### config.mk
export PLATFORM = sky130hd
export DESIGN_NAME = note_search
export DESIGN_NICKNAME = d
export VERILOG_FILES = /design/src/rtl/note_search.sv
export SDC_FILE = /design/constraint.sdc
export NUM_CORES = 1
export LEC_CHECK = 0
export BUFFER_PORTS_ARGS = -buffer_cell sky130_fd_sc_hd__clkbuf_2
export CAP_MARGIN = 20
export CORE_MARGIN = 2
export CORE_UTILIZATION = 52
export DETAILED_ROUTE_END_ITERATION = 8
export PLACE_DENSITY = 0.81
export SETUP_SLACK_MARGIN = 0.2
export SLEW_MARGIN = 0
export SYNTH_ARGS = -nofsm -noshare
export SYNTH_HDL_FRONTEND = slang
export SYNTH_SLANG_ARGS = --single-unit
### constraint.sdc
create_clock -name clock -period 4.15 [get_ports clock]
set_input_delay 0.2075 -clock clock [delete_from_list [all_inputs] [get_ports clock]]
set_output_delay 0.2075 -clock clock [all_outputs]
set_load 0.005 [all_outputs]
### src/rtl/note_search.sv
// note_search: binary search of a key-filtered, ascending f0 LUT
// for the note nearest to a detected pitch; drives and reads the LUT.
module note_search #(
    parameter int NOTE_DATA_WIDTH = 38,
    parameter int NOTE_ADDR_WIDTH = 6,
    parameter int FREQ_WIDTH      = 19
) (
    input  logic                       clock,
    input  logic                       reset,
    input  logic [1:0]                 key_select_in,
    input  logic [FREQ_WIDTH-1:0]      pitch_in,
    input  logic                       in_valid,
    output logic                       in_ready,
    output logic [1:0]                 key_select,
    output logic [NOTE_ADDR_WIDTH-1:0] note_addr,
    input  logic [NOTE_DATA_WIDTH-1:0] note_inv_note,
    output logic [NOTE_ADDR_WIDTH-1:0] note_idx_out,
    output logic [NOTE_DATA_WIDTH-1:0] note_word_out,
    output logic                       out_valid,
    input  logic                       out_ready
);

    localparam int AW = NOTE_ADDR_WIDTH;
    localparam int FW = FREQ_WIDTH;
    localparam int DW = NOTE_DATA_WIDTH;
    localparam int BW = $clog2(AW) + 1;

    localparam logic [AW-1:0] MAX_IDX  = '1;
    localparam logic [BW-1:0] TOP_BIT  = BW'(AW - 1);
    localparam logic [AW-1:0] ONE_ADDR = AW'(1);

    // Each LUT read is an address cycle (_A) followed by a data cycle (_D)
    typedef enum logic [3:0] {
        S_IDLE,
        S_R0_A,
        S_R0_D,
        S_PR_A,
        S_PR_D,
        S_NB_A,
        S_NB_D,
        S_FN_A,
        S_FN_D,
        S_HOLD
    } state_e;

    state_e          state_q, state_d;
    logic [FW-1:0]   pitch_q, pitch_d;
    logic [1:0]      key_q, key_d;
    logic [AW-1:0]   addr_q, addr_d;
    logic [AW-1:0]   idx_q, idx_d;
    logic [FW-1:0]   f_lo_q, f_lo_d;
    logic [BW-1:0]   bit_q, bit_d;
    logic [AW-1:0]   idx_out_q, idx_out_d;
    logic [DW-1:0]   word_out_q, word_out_d;

    // Scratch signals for the data-cycle decisions
    logic [FW-1:0]   f0_rd;
    logic [AW-1:0]   idx_new;
    logic [FW:0]     d_hi;
    logic [FW:0]     d_lo;
    logic            below;
    logic            at_max;
    logic            choose_up;

    assign f0_rd = note_inv_note[DW-1 -: FW];

    // Neighbour differences; only meaningful when f_lo <= pitch < f_hi
    assign d_hi   = {1'b0, f0_rd} - {1'b0, pitch_q};
    assign d_lo   = {1'b0, pitch_q} - {1'b0, f_lo_q};
    assign below  = pitch_q < f_lo_q;
    assign at_max = idx_q == MAX_IDX;
    assign choose_up = !below && !at_max && (d_hi < d_lo);

    // Next-state and datapath updates for the search sequence
    always_comb begin
        state_d    = state_q;
        pitch_d    = pitch_q;
        key_d      = key_q;
        addr_d     = addr_q;
        idx_d      = idx_q;
        f_lo_d     = f_lo_q;
        bit_d      = bit_q;
        idx_out_d  = idx_out_q;
        word_out_d = word_out_q;
        idx_new    = idx_q;

        unique case (state_q)
            S_IDLE: begin
                if (in_valid) begin
                    pitch_d = pitch_in;
                    key_d   = key_select_in;
                    addr_d  = '0;
                    state_d = S_R0_A;
                end
            end
            S_R0_A: state_d = S_R0_D;
            S_R0_D: begin
                idx_d   = '0;
                f_lo_d  = f0_rd;
                bit_d   = TOP_BIT;
                addr_d  = ONE_ADDR << TOP_BIT;
                state_d = S_PR_A;
            end
            S_PR_A: state_d = S_PR_D;
            S_PR_D: begin
                if (f0_rd <= pitch_q) begin
                    idx_new = addr_q;
                    f_lo_d  = f0_rd;
                end
                idx_d = idx_new;
                if (bit_q == '0) begin
                    addr_d  = (idx_new == MAX_IDX) ? MAX_IDX
                                                   : idx_new + 1'b1;
                    state_d = S_NB_A;
                end else begin
                    bit_d   = bit_q - 1'b1;
                    addr_d  = idx_new | (ONE_ADDR << (bit_q - 1'b1));
                    state_d = S_PR_A;
                end
            end
            S_NB_A: state_d = S_NB_D;
            S_NB_D: begin
                addr_d  = choose_up ? idx_q + 1'b1 : idx_q;
                state_d = S_FN_A;
            end
            S_FN_A: state_d = S_FN_D;
            S_FN_D: begin
                idx_out_d  = addr_q;
                word_out_d = note_inv_note;
                state_d    = S_HOLD;
            end
            S_HOLD: begin
                if (out_ready) begin
                    state_d = S_IDLE;
                end
            end
            default: state_d = S_IDLE;
        endcase
    end

    // State and datapath registers with synchronous reset
    always_ff @(posedge clock) begin
        if (reset) begin
            state_q    <= S_IDLE;
            pitch_q    <= '0;
            key_q      <= '0;
            addr_q     <= '0;
            idx_q      <= '0;
            f_lo_q     <= '0;
            bit_q      <= '0;
            idx_out_q  <= '0;
            word_out_q <= '0;
        end else begin
            state_q    <= state_d;
            pitch_q    <= pitch_d;
            key_q      <= key_d;
            addr_q     <= addr_d;
            idx_q      <= idx_d;
            f_lo_q     <= f_lo_d;
            bit_q      <= bit_d;
            idx_out_q  <= idx_out_d;
            word_out_q <= word_out_d;
        end
    end

    assign in_ready      = state_q == S_IDLE;
    assign out_valid     = state_q == S_HOLD;
    assign key_select    = key_q;
    assign note_addr     = addr_q;
    assign note_idx_out  = idx_out_q;
    assign note_word_out = word_out_q;

endmodule

Word level (Yosys, flattened, before mapping)
Cells that the tools add are included.
- register bits: 104
- logic and storage cells: 63
- input bits: 63
- equality and inequality tests: 15
- reduce and logical (&&, ||, !) cells: 13
- bitwise logic cells: 1
- shift-type cells: 1
- $add $sub $neg: 5
- magnitude comparators: 3
- mux-type cells: 16
- operators with widths (kind ; count):
    $pmux 4 s10 ; 1
    $sub 19x19->20 ; 2
    $pmux 19 s2 ; 1
    $mux 6 ; 6
    $pmux 6 s4 ; 1
    $lt 20x20->1 ; 1
    $le 19x19->1 ; 1
    $lt 19x19->1 ; 1
    $mux 19 ; 1
    $eq 4x3->1 const B ; 4
    $add 6x1->6 const B ; 2
    $eq 6x6->1 const B ; 2
    $mux 4 ; 3
    $pmux 6 s2 ; 1
    $reduce_and 2->1 ; 5
    $eq 4x2->1 const B ; 2
    $eq 4x4->1 const B ; 2
    $logic_not 4->1 ; 2
    $pmux 4 s2 ; 1
    $ne 2x2->1 const B ; 3
    $or 6x6->6 ; 1
    $shl 1x4->6 const A ; 1
    $eq 4x1->1 const B ; 1
    $reduce_bool 4->1 ; 1
    other kinds (6) ; 8

Logic depth before layout (Yosys ltp)
Gate-level depths: netlist of run 1.
- depth after elaboration: 7
- mapped depth: 21

Least setup slack after synthesis of run 1
Ideal clock, no wire load.
- kind: register to register
- start point: register pitch_q[0]
- end point: register addr_q[0] (netlist: note_addr[0])
- clock period less this slack: 4.015 ns
- path slack: 0.135 ns
- data arrival time: 3.947 ns
- stages on the path, launching flop included: 21
- cells stage by stage: dfxtp_1 > ha_1 > inv_1 > fa_1 > a211oi_1 > o21ai_1 > nand3_1 > nand2_1 > a21o_1 > a31oi_1 > o21bai_1 > xor2_1 > ha_1 > and4_1 > a22oi_1 > nand3_1 > o221ai_1 > o21ai_1 > or4b_1 > and3_1 > a21oi_2
- longest elaborated chain between the ends: 7
- ends and longest elaborated chain (item ; RTL line ; source):
    start: declaration ; 47 ; logic [FW-1:0] pitch_q, pitch_d;
    start signal: assignment ; 155 ; pitch_q <= pitch_d;
    $le 19x19->1 ; 106 ; if (f0_rd <= pitch_q) begin
    $mux 6 ; 106 ;
    $mux 6 ; 87 ; unique case (state_q)
    $add 6x1->6 / $eq 6x6->1 (equally long branches) ; 113, 112 ;
    $mux 6 ; 112 ; addr_d = (idx_new == MAX_IDX) ? MAX_IDX
    $mux 6 ; 111 ; if (bit_q == '0) begin
    $pmux 6 s4 * ; 87 ;
    end signal: assignment ; 157 ; addr_q <= addr_d;
    end: declaration ; 49 ; logic [AW-1:0] addr_q, addr_d;
Mark *: on every way between the ends. The rest lies on a longest branch, timed or not. The select of a mux whose other input is x is not followed.
A chain may end at the register's enable or synchronous reset.

Worst setup path in the final report of run 1
- start point: register pitch_q[1]
- end point: register addr_q[2] (netlist: note_addr[2])
The elaborated chain is that of the path after synthesis.

==> results of run 1 <==
==> state kept, by name, indices dropped and copies added, names as in the netlist <==
signal,cells
bit_q,4
f_lo_q,19
idx_q,6
key_select,2
note_addr,6
note_idx_out,6
note_word_out,38
pitch_q,19
state_q,4
==> cells in the final DEF, fill, tap and decap left out, types with 5 or more instances in the layout <==
cell type,count
clkbuf_2,115
a21oi_2,5
nand2b_1,8
a22oi_1,8
dfxtp_1,101
mux2i_1,5
buf_4,28
xor2_1,15
clkbuf_16,9
inv_1,53
and2_1,5
o21ai_2,5
nand3_1,19
a21o_1,11
and3_1,8
a211o_1,6
xnor2_1,23
nor3_1,9
o211ai_1,9
nand4_1,7
ha_1,61
a21oi_1,110
o21ai_1,11
nor2_1,45
o21ai_0,16
o21a_1,15
nand2_1,195
==> power by group through the flow <==
stage / Clock, W / Sequential [W] / Combinational, W
5_1_grt: 0.000898 / 0.00110 / 0.00177
4_1_cts: 0.000857 / 0.00109 / 0.00144
6_report: 0.000846 / 0.00109 / 0.00161
3_5_place_dp: 0 / 0.00111 / 0.00133
3_3_place_gp: 0 / 0.00111 / 0.00131
2_1_floorplan: 0 / 0.00109 / 0.00102
==> worst paths after layout <==
kind | cells after the start | to | slack (ns)
setup / recovery | 20 | note_addr[2]$_SDFFE_PP0P_ | 0.10
hold reg to reg | 2 | note_word_out[28]$_SDFFE_PP0P_ | 0.46
hold / removal | 3 | pitch_q[0]$_SDFFE_PP0P_ | 0.05
setup reg to reg | 20 | note_addr[2]$_SDFFE_PP0P_ | 0.10
==> final cells by class <==
| type | instances | area, um2 |
|---|---|---|
| well taps | 172 | 215.2 |
| inverters | 57 | 214.0 |
| repair buffers | 145 | 808.3 |
| fillers | 1066 | 4512 |
| flip-flops and latches | 104 | 2091 |
| clock inverters | 6 | 61.31 |
| clock buffers | 10 | 229.0 |
| multi-input cells | 681 | 4438 |
==> stage by stage <==
stage               setup WS (ns)  hold slack, ns
floorplan                  0.2076          0.3435
global placement          0.04421          0.4303
detailed placement        -0.1248          0.4351
CTS                        0.1375         0.04096
global route             -0.06165         0.05741
finish                     0.1037         0.05160
==> tightest hold or removal path: stages <==
cell and delay [ns]:
clkbuf_2 0.08, nand2_1 0.05, a21oi_1 0.05
==> repair_timing <==
action | CTS | global route
setup buffers | 8 | 7
pin swaps | 30 | 28
gates resized for setup | 26 | 33
hold buffers | 0 | 0
setup endpoints to repair | 6 | 6
==> cells by family after synthesis <==
logic type	Yosys count	share of synthesized area, %
DFF	104	31.16
muxes	7	1.142
and+or+nand+nor	325	21.42
xor gates and xnor gates	39	5.111
buffers and inverters	99	5.916
adders and majority gates	66	12.58
AOI/OAI and AO/OA	244	22.67
==> layer usage <==
layer	vias up	GRT usage, %	part of all wire, %
met5	-	0	0
met4	0	10.47	2.7
met3	38	4.912	6.3
met2	231	43.06	47
met1	3110	33.34	44
li1	3280	-	-
==> summary.txt, run 1 <==
run status = finished clean
Max-Cap Viols = 0
Final Net Count = 1127
area leader, netlist = dfxtp_1
RD Place Congestion = 0.9295
cts bufs inserted = 9
CP max stage delay = 0.37 ns
family with the most delay on the worst path = compound AO/OA/AOI/OAI gates
Sequential Power Share = 30.7%
internal power = 0.002180 W
final setup TNS = 0 ns
Pwr Total = 0.003548 W
Worst R2R Start = pitch_q[1]$_SDFFE_PP0P_
Buffers & Inverters on Critical Path = 2
antenna cells = 0
Main synth FF type = dfxtp_1
placed inst area = 7418 um2
final hold violation count = 0
Post-synth top cells = 195 x nand2_1, 114 x a21oi_1, 104 x dfxtp_1, 64 x ha_1, 57 x inv_1
vias in the first global route = 6239
Worst Tran Pin Value = 0.9406 ns
Worst-Skew Late Latency = 0.36 ns
global route total overflow = 0
fin cells = 1175
crit path max fanout = 5
WP data required = 4.36 ns
Critical Path Start = pitch_q[1]$_SDFFE_PP0P_
first-pass detailed-route iteration total = 5
sequential fraction of the synthesis area = 31.16%
crit path max-delay cell type = dfxtp_4
Critical Path Source Type = flop
final wirelength = 18580 um
post-synth top area share = 31.16%
IR drop worst, VDD = 0.3064 mV
# rows = 41
Die Span X = 117.4 um
Yosys warning total = 0
drt initial violations = 464
CTS clk-pin slew, worst paths = 0.08 ns
drt drc = 0
Layout area overhead = 20.56%
Max Buffers Root-to-Sink = 2
GRT Util Overall = 25.99%
Mean Syn Cell Area = 7.560 um2
drt via density = 5.667
Clk pwr share = 23.8%
Die ar. = 13770 um2
Setup Skew = 0.008557 ns
crit-path cells = inv_2 -> ha_1 -> nor2b_1 -> o21ai_1 -> a21boi_1 -> o211ai_1 -> a31oi_1 -> o21a_1 -> nor2_1 -> xnor2_1 -> ha_1 -> and4_1 -> a22oi_1 -> nand3_1 -> nor3_2 -> o21ai_2 -> buf_6 -> o31a_1 -> o21ai_2 -> a41oi_2
vias after detailed routing = 6659
Post-DRT Antenna Nets = 0
CTS Root Cell = clkbuf_16
CTS H-tree lvls = 3
Logic pwr share = 45.4%
Initial Util = 53.17%
first-pass GRT wire length = 29810 um
dpl hpwl = 12840 um
Post-Place Cells = 1144
antenna violations before repair = 0
synthesis-stage register bit count = 104
Finished Core Util = 64.10%
Critical Setup Path Class = flop to flop
hold path start = pitch_in[0]
PwrDens = 440.4 nW/um2
largest net degree at the start of global routing = 63
final instance area = 8056 um2
Setup crit end kind = flop
number of top-level pins = 117
Psw = 0.001368 W
WP data arrival = 4.26 ns
mapped cell area = 6683 um2
TritonCTS clock tree = yes
RSZ-0062 raised after global routing = true
final setup fails = 0
Post-Synthesis Cells = 884
number of enable flip-flop cells after synthesis = 0
Die Y-Extent = 117.4 um
Routed wire per std cell = 15.81 um
Max Clk Rate = 0.2471 GHz
Slew HR = 37.29%
count of cell types in the netlist = 60
hold crit path type = input port to flop
sw frac = 38.56%
syn nets = 1013
port bufs = 116
total core area = 12570 um2
period utilization = 97.50%
layout cells sized above 1 = 21.04%
Final min period = 4.046 ns
P_leak = 3.293 nW
CTS sink count = 104
async set-reset flop share out of synthesis = 0%
fin. max-slew vios = 0
cell with the most instances after synthesis = nand2_1
largest cells by area after synthesis = dfxtp_1 31%, ha_1 12%, nand2_1 11%
Power figures use the tool's default switching activity.
==> inputs of run 2 (changes only) <==
--- a/config.mk
+++ b/config.mk
@@ -7,10 +7,12 @@
 export LEC_CHECK = 0
 export BUFFER_PORTS_ARGS = -buffer_cell sky130_fd_sc_hd__clkbuf_2
 export CAP_MARGIN = 20
+export CELL_PAD_IN_SITES_DETAIL_PLACEMENT = 1
+export CELL_PAD_IN_SITES_GLOBAL_PLACEMENT = 1
 export CORE_MARGIN = 2
-export CORE_UTILIZATION = 52
+export CORE_UTILIZATION = 37
 export DETAILED_ROUTE_END_ITERATION = 8
-export PLACE_DENSITY = 0.81
+export PLACE_DENSITY = 0.79
 export SETUP_SLACK_MARGIN = 0.2
 export SLEW_MARGIN = 0
 export SYNTH_ARGS = -nofsm -noshare
==> summary.txt, run 2 (synthesis gave the netlist of run 1 again) <==
Max Clk Rate = 0.2417 GHz (-2.2%)
placed inst area = 7550 um2 (+1.8%)
Routed wire per std cell = 17.37 um (+9.9%)
dpl hpwl = 15250 um (+19%)
fin. max-slew vios = 0 (unchanged)
drt initial violations = 306 (-34%)
Max-Cap Viols = 0 (unchanged)
Final Net Count = 1127 (unchanged)
hold depth = 3 (unchanged)
layout cells sized above 1 = 22.13% (+1.1 points)
first-pass detailed-route iteration total = 4 (-1)
Worst Tran Pin Value = 1.049 ns (+0.1083 ns)
total core area = 17840 um2 (+42%)
drt via density = 5.433 (-4.1%)
Max Buffers Root-to-Sink = 2 (unchanged)
Layout area overhead = 22.67%
drt drc = 0 (unchanged)
Fill cells = 2247 (+110%)
# rows = 49 (+20%)
IR drop worst, VDD = 0.2123 mV (-31%)
port bufs = 116 (unchanged)
worst reg-to-reg path cell count = 20 (unchanged)
Critical Path Source Type = flop
Setup crit end kind = flop
Setup Skew = 0.01147 ns (+0.002916 ns)
Worst-Skew Late Latency = 0.36 ns (about the same)
number of top-level pins = 117 (unchanged)
antenna violations before repair = 0 (unchanged)
hold slack final = 0.05937 ns (+0.007771 ns)
final hold violation count = 0 (unchanged)
CTS sink count = 104 (unchanged)
final setup TNS = 0 ns (unchanged)
global route total overflow = 0 (unchanged)
PwrDens = 443.7 nW/um2 (+0.74%)
RD Place Congestion = 0.8642 (-7.0%)
crit path max fanout = 5 (unchanged)
GRT Util Overall = 21.59% (-4.4 points)
setup slack after layout = 0.01294 ns (-0.09072 ns)
multi-input logic area = 4493 um2 (+1.2%)
most frequent cells in the layout = 195 x nand2_1, 115 x clkbuf_2, 111 x a21oi_1
max reg flops = 38 (unchanged)
Critical Setup Path Class = flop to flop
Die ar. = 19150 um2 (+39%)
CTS clk-pin slew, worst paths = 0.08 ns (about the same)
Pwr Total = 0.003637 W (+2.5%)
Post-DRT Antenna Nets = 0 (unchanged)
hold crit path type = input port to flop
run status = finished clean
P_leak = 3.297 nW (+0.14%)
Die Span X = 138.4 um (+18%)
CTS Root Cell = clkbuf_16
CTS H-tree lvls = 3 (unchanged)
Final min period = 4.137 ns (+0.09072 ns)
Slew HR = 30.07% (-7.2 points)
vias after detailed routing = 6694 (+0.53%)
dpl ws = -0.07205 ns (+0.05276 ns)
final setup fails = 0 (unchanged)
Die Y-Extent = 138.4 um (+18%)
first-pass GRT wire length = 34200 um (+15%)
WP data required = 4.44 ns (+0.08 ns)
Reg area = 2090 um2 (about the same)
final instance area = 8198 um2 (+1.8%)
antenna cells = 0 (unchanged)
RSZ-0062 raised after global routing = true
cts bufs inserted = 9 (unchanged)
period utilization = 99.69% (+2.2 points)
final wirelength = 21410 um (+15%)
WP data arrival = 4.43 ns (+0.17 ns)
vias in the first global route = 6782 (+8.7%)
largest net degree at the start of global routing = 58 (-7.9%)
TritonCTS clock tree = yes
most common cell after layout, fill and taps aside = nand2_1
Initial Util = 37.46% (-16 points)
==> run 2: changes by cell type in the layout (fill, tap and decap cells not counted), sizes merged <==
cell / delta
inv: -1
bufinv: +1
==> run 2: cell type report <==
class	count	share of cell area, %
tap	229	3.495
sequential	104	25.49
clock inverter	6	0.8700
inverter	57	2.610
timing repair buffer	145	9.814
clock buffer	10	2.915
multi-input combinational	681	54.81
==> run 2: power breakdown <==
group,internal (W),switching [W],total [W],leakage (nW)
sequential,0.00104,0.0000478,0.00109,0.845
clock,0.000493,0.000421,0.000913,0.151
combinational,0.000709,0.000922,0.00163,2.30
total,0.00225,0.00139,0.00364,3.30
==> run 2: per-stage QoR <==
stage | util, % | instances
final | 45.95 | 1232
after CTS | 44.76 | 1229
after detailed placement | 42.32 | 1209
after global placement | 42.32 | 1209
after global routing | 45.95 | 1232
after floorplan | - | 884
==> run 2: worst max-delay path, stage by stage, from the launching register on <==
cell and delay, ns:
dfxtp_2 0.37, inv_1 0.06, ha_2 0.22, nor2b_4 0.10, o21a_1 0.16, o21ai_2 0.07
a211o_1 0.28, a31oi_1 0.18, buf_4 0.18, a21oi_2 0.07, o21ba_2 0.21, xor2_1 0.15
ha_1 0.32, a211o_1 0.27, o211ai_1 0.12, nand3_2 0.15, o221ai_4 0.21, o21ai_4 0.12
or4b_1 0.52, and3_4 0.21, a21oi_2 0.11
==> run 2: repair_timing <==
| action | 4_1_cts | 5_1_grt |
|---|---|---|
| hold buffers | 0 | 0 |
| setup endpoints to repair | 6 | 6 |
| pin swaps | 12 | 15 |
| gates resized for setup | 25 | 39 |
| setup buffers | 4 | 3 |
==> run 2: routing by layer <==
layer / vias up / GRT usage (%) / wire, um
li1: 3291 / - / -
met1: 3246 / 27.46 / 9692
met2: 124 / 37.52 / 10520
met3: 33 / 3.810 / 778
met5: - / 0 / 0
met4: 0 / 6.284 / 412
==> run 2: worst paths after layout <==
kind | slack (ns) | end | start
max | 0.01 | note_addr[0]$_SDFFE_PP0P_ | pitch_q[0]$_SDFFE_PP0P_
min | 0.06 | note_word_out[2]$_SDFFE_PP0P_ | note_inv_note[2]
max reg2reg | 0.01 | note_addr[0]$_SDFFE_PP0P_ | pitch_q[0]$_SDFFE_PP0P_
min reg2reg | 0.45 | note_word_out[24]$_SDFFE_PP0P_ | note_word_out[24]$_SDFFE_PP0P_
==> inputs of run 3 (changes only) <==
--- a/config.mk
+++ b/config.mk
@@ -5,7 +5,7 @@
 export SDC_FILE = /design/constraint.sdc
 export NUM_CORES = 1
 export LEC_CHECK = 0
-export BUFFER_PORTS_ARGS = -buffer_cell sky130_fd_sc_hd__clkbuf_2
+export BUFFER_PORTS_ARGS = -buffer_cell sky130_fd_sc_hd__buf_2
 export CAP_MARGIN = 20
 export CELL_PAD_IN_SITES_DETAIL_PLACEMENT = 1
 export CELL_PAD_IN_SITES_GLOBAL_PLACEMENT = 1
==> summary.txt, run 3 (synthesis gave the netlist of run 1 again) <==
run status = finished clean
P_leak = 3.373 nW (+2.3%)
Die Y-Extent = 138.4 um (unchanged)
final hold violation count = 0 (unchanged)
Initial Util = 37.46% (unchanged)
Worst-Skew Late Latency = 0.37 ns (about the same)
antenna cells = 0 (unchanged)
TritonCTS clock tree = yes
dpl hpwl = 15210 um (-0.24%)
fin. max-slew vios = 0 (unchanged)
number of top-level pins = 117 (unchanged)
Pwr Total = 0.003688 W (+1.4%)
IR drop worst, VDD = 0.2159 mV (+1.7%)
Final min period = 4.079 ns (-0.05769 ns)
Post-Place Cells = 1210 (+0.083%)
WP data required = 4.38 ns (-0.06 ns)
Critical Setup Path Class = flop to flop
cts bufs inserted = 9 (unchanged)
crit-path cells = ha_4 -> inv_2 -> fa_2 -> a211oi_2 -> o21ai_1 -> nand3_1 -> nand2_1 -> a21o_1 -> a31oi_2 -> o21bai_1 -> xor2_1 -> ha_1 -> and4_4 -> buf_6 -> o211a_1 -> o221ai_2 -> o21ai_2 -> buf_6 -> nor4_4 -> o21ai_2 -> buf_4 -> a41oi_2
max reg flops = 38 (unchanged)
Routed met2 length = 10740 um (+2.1%)
global route total overflow = 0 (unchanged)
highest metal used = met5
WP data arrival = 4.31 ns (-0.12 ns)
crit path max fanout = 5 (unchanged)
Layout area overhead = 23.53%
fin cells = 1237 (+0.41%)
drt via density = 5.440 (+0.12%)
vias after detailed routing = 6729 (+0.52%)
most common cell after layout, fill and taps aside = nand2_1
total core area = 17840 um2 (unchanged)
vias in the first global route = 6765 (-0.25%)
M1 WL = 9847 um (+1.6%)
Die ar. = 19150 um2 (unchanged)
Final Net Count = 1132 (+0.44%)
PwrDens = 446.8 nW/um2 (+0.69%)
Hold-fix buffers, CTS = 0 (unchanged)
most frequent cells in the layout = 195 x nand2_1, 115 x buf_2, 110 x a21oi_1
Fill cells = 2243 (-0.18%)
hold crit path type = input port to flop
Finished Core Util = 46.27% (+0.32 points)
CTS sink count = 104 (unchanged)
port bufs = 116 (unchanged)
Setup crit end kind = flop
Setup Skew = 0.01193 ns (+0.0004579 ns)
layout cells sized above 1 = 23.12% (+0.98 points)
Max-Cap Viols = 0 (unchanged)
crit path max-delay cell type = dfxtp_4
final setup fails = 0 (unchanged)
first-pass detailed-route iteration total = 5 (+1)
final wirelength = 21940 um (+2.5%)
antenna violations before repair = 1 (+1)
GRT Util Overall = 21.87% (+0.28 points)
CP max stage delay = 0.38 ns (-0.14 ns)
dpl ws = -0.1455 ns (-0.07343 ns)
first-pass GRT wire length = 34520 um (+0.95%)
CTS H-tree lvls = 3 (unchanged)
# rows = 49 (unchanged)
Routed wire per std cell = 17.73 um (+2.1%)
CTS Root Cell = clkbuf_16
Die Span X = 138.4 um (unchanged)
Post-DRT Antenna Nets = 0 (unchanged)
largest net degree at the start of global routing = 59 (+1.7%)
Max Clk Rate = 0.2451 GHz (+1.4%)
Met3 Wirelength = 806 um (+3.6%)
Slew HR = 31.78% (+1.7 points)
RD Place Congestion = 0.8464 (-2.1%)
Max Buffers Root-to-Sink = 2 (unchanged)
drt drc = 0 (unchanged)
Critical Path Source Type = flop
CTS clk-pin slew, worst paths = 0.08 ns (about the same)
Worst Tran Pin Value = 1.023 ns (-0.02551 ns)
drt initial violations = 362 (+18%)
setup slack after layout = 0.07064 ns (+0.05769 ns)
period utilization = 98.30% (-1.4 points)
RSZ-0062 raised after global routing = true
[run 3: cell types whose count changed in the layout (fill, tap and decap cells not counted), moves of 3 or more]
cell      previous run  this run
buf_4               29        33
buf_2                0       115
clkbuf_2           115         0
dfxtp_4              0         3
inv_8                1         4
[run 3: area by class of cell]
class,count,area (um2),area share (%)
clock buffers,10,239.0,2.895
clock inverters,6,57.56,0.6972
inverters,57,214.0,2.592
multi-input cells,681,4514,54.68
flip-flops and latches,104,2098,25.42
well taps,229,286.5,3.471
repair buffers,150,845.8,10.25
[run 3: worst max-delay path: cells and delay by family (launching register included)]
family	cells	cell delay (ns)
compound gates	10	1.74
fa+ha+maj	3	0.78
flops	1	0.38
simple gates	4	0.44
xor+xnor	1	0.15
buf+inv	4	0.43
[run 3: per-stage QoR]
stage                     setup TNS (ns)  hold WS, ns  instance area, um2
after floorplan                        0       0.3435                6691
after global placement                 0       0.4381                7557
after detailed placement         -0.3528       0.4449                7557
after CTS                              0      0.05980                7964
after global routing             -0.2338      0.06917                8255
final                                  0      0.06112                8255
[run 3: per-layer routing]
metal | global-route usage (%) | vias up
met1 | 27.99 | 3246
met5 | 0 | -
li1 | - | 3292
met3 | 3.672 | 43
met2 | 37.47 | 146
met4 | 7.304 | 2
[run 3: report_power, final]
group	total (W)	switching (W)	leakage [nW]	internal, W
clock network	0.000886	0.000446	0.146	0.000440
logic	0.00171	0.000968	2.38	0.000742
registers	0.00109	0.0000481	0.847	0.00104
[run 3: worst paths after layout]
| path | endpoint | slack (ns) | from | depth (start not counted) |
|---|---|---|---|---|
| max reg2reg | note_addr[2]$_SDFFE_PP0P_ | 0.07 | pitch_q[0]$_SDFFE_PP0P_ | 22 |
| min | pitch_q[5]$_SDFFE_PP0P_ | 0.06 | pitch_in[5] | 3 |
| max | note_addr[2]$_SDFFE_PP0P_ | 0.07 | pitch_q[0]$_SDFFE_PP0P_ | 22 |
| min reg2reg | note_word_out[36]$_SDFFE_PP0P_ | 0.45 | note_word_out[36]$_SDFFE_PP0P_ | 2 |
[run 3: what timing repair did]
action	CTS	global route
endpoints found under the hold margin	0	0
gates resized for setup	23	55
pin swaps	10	23
setup buffers	3	8
setup endpoints to repair	6	6
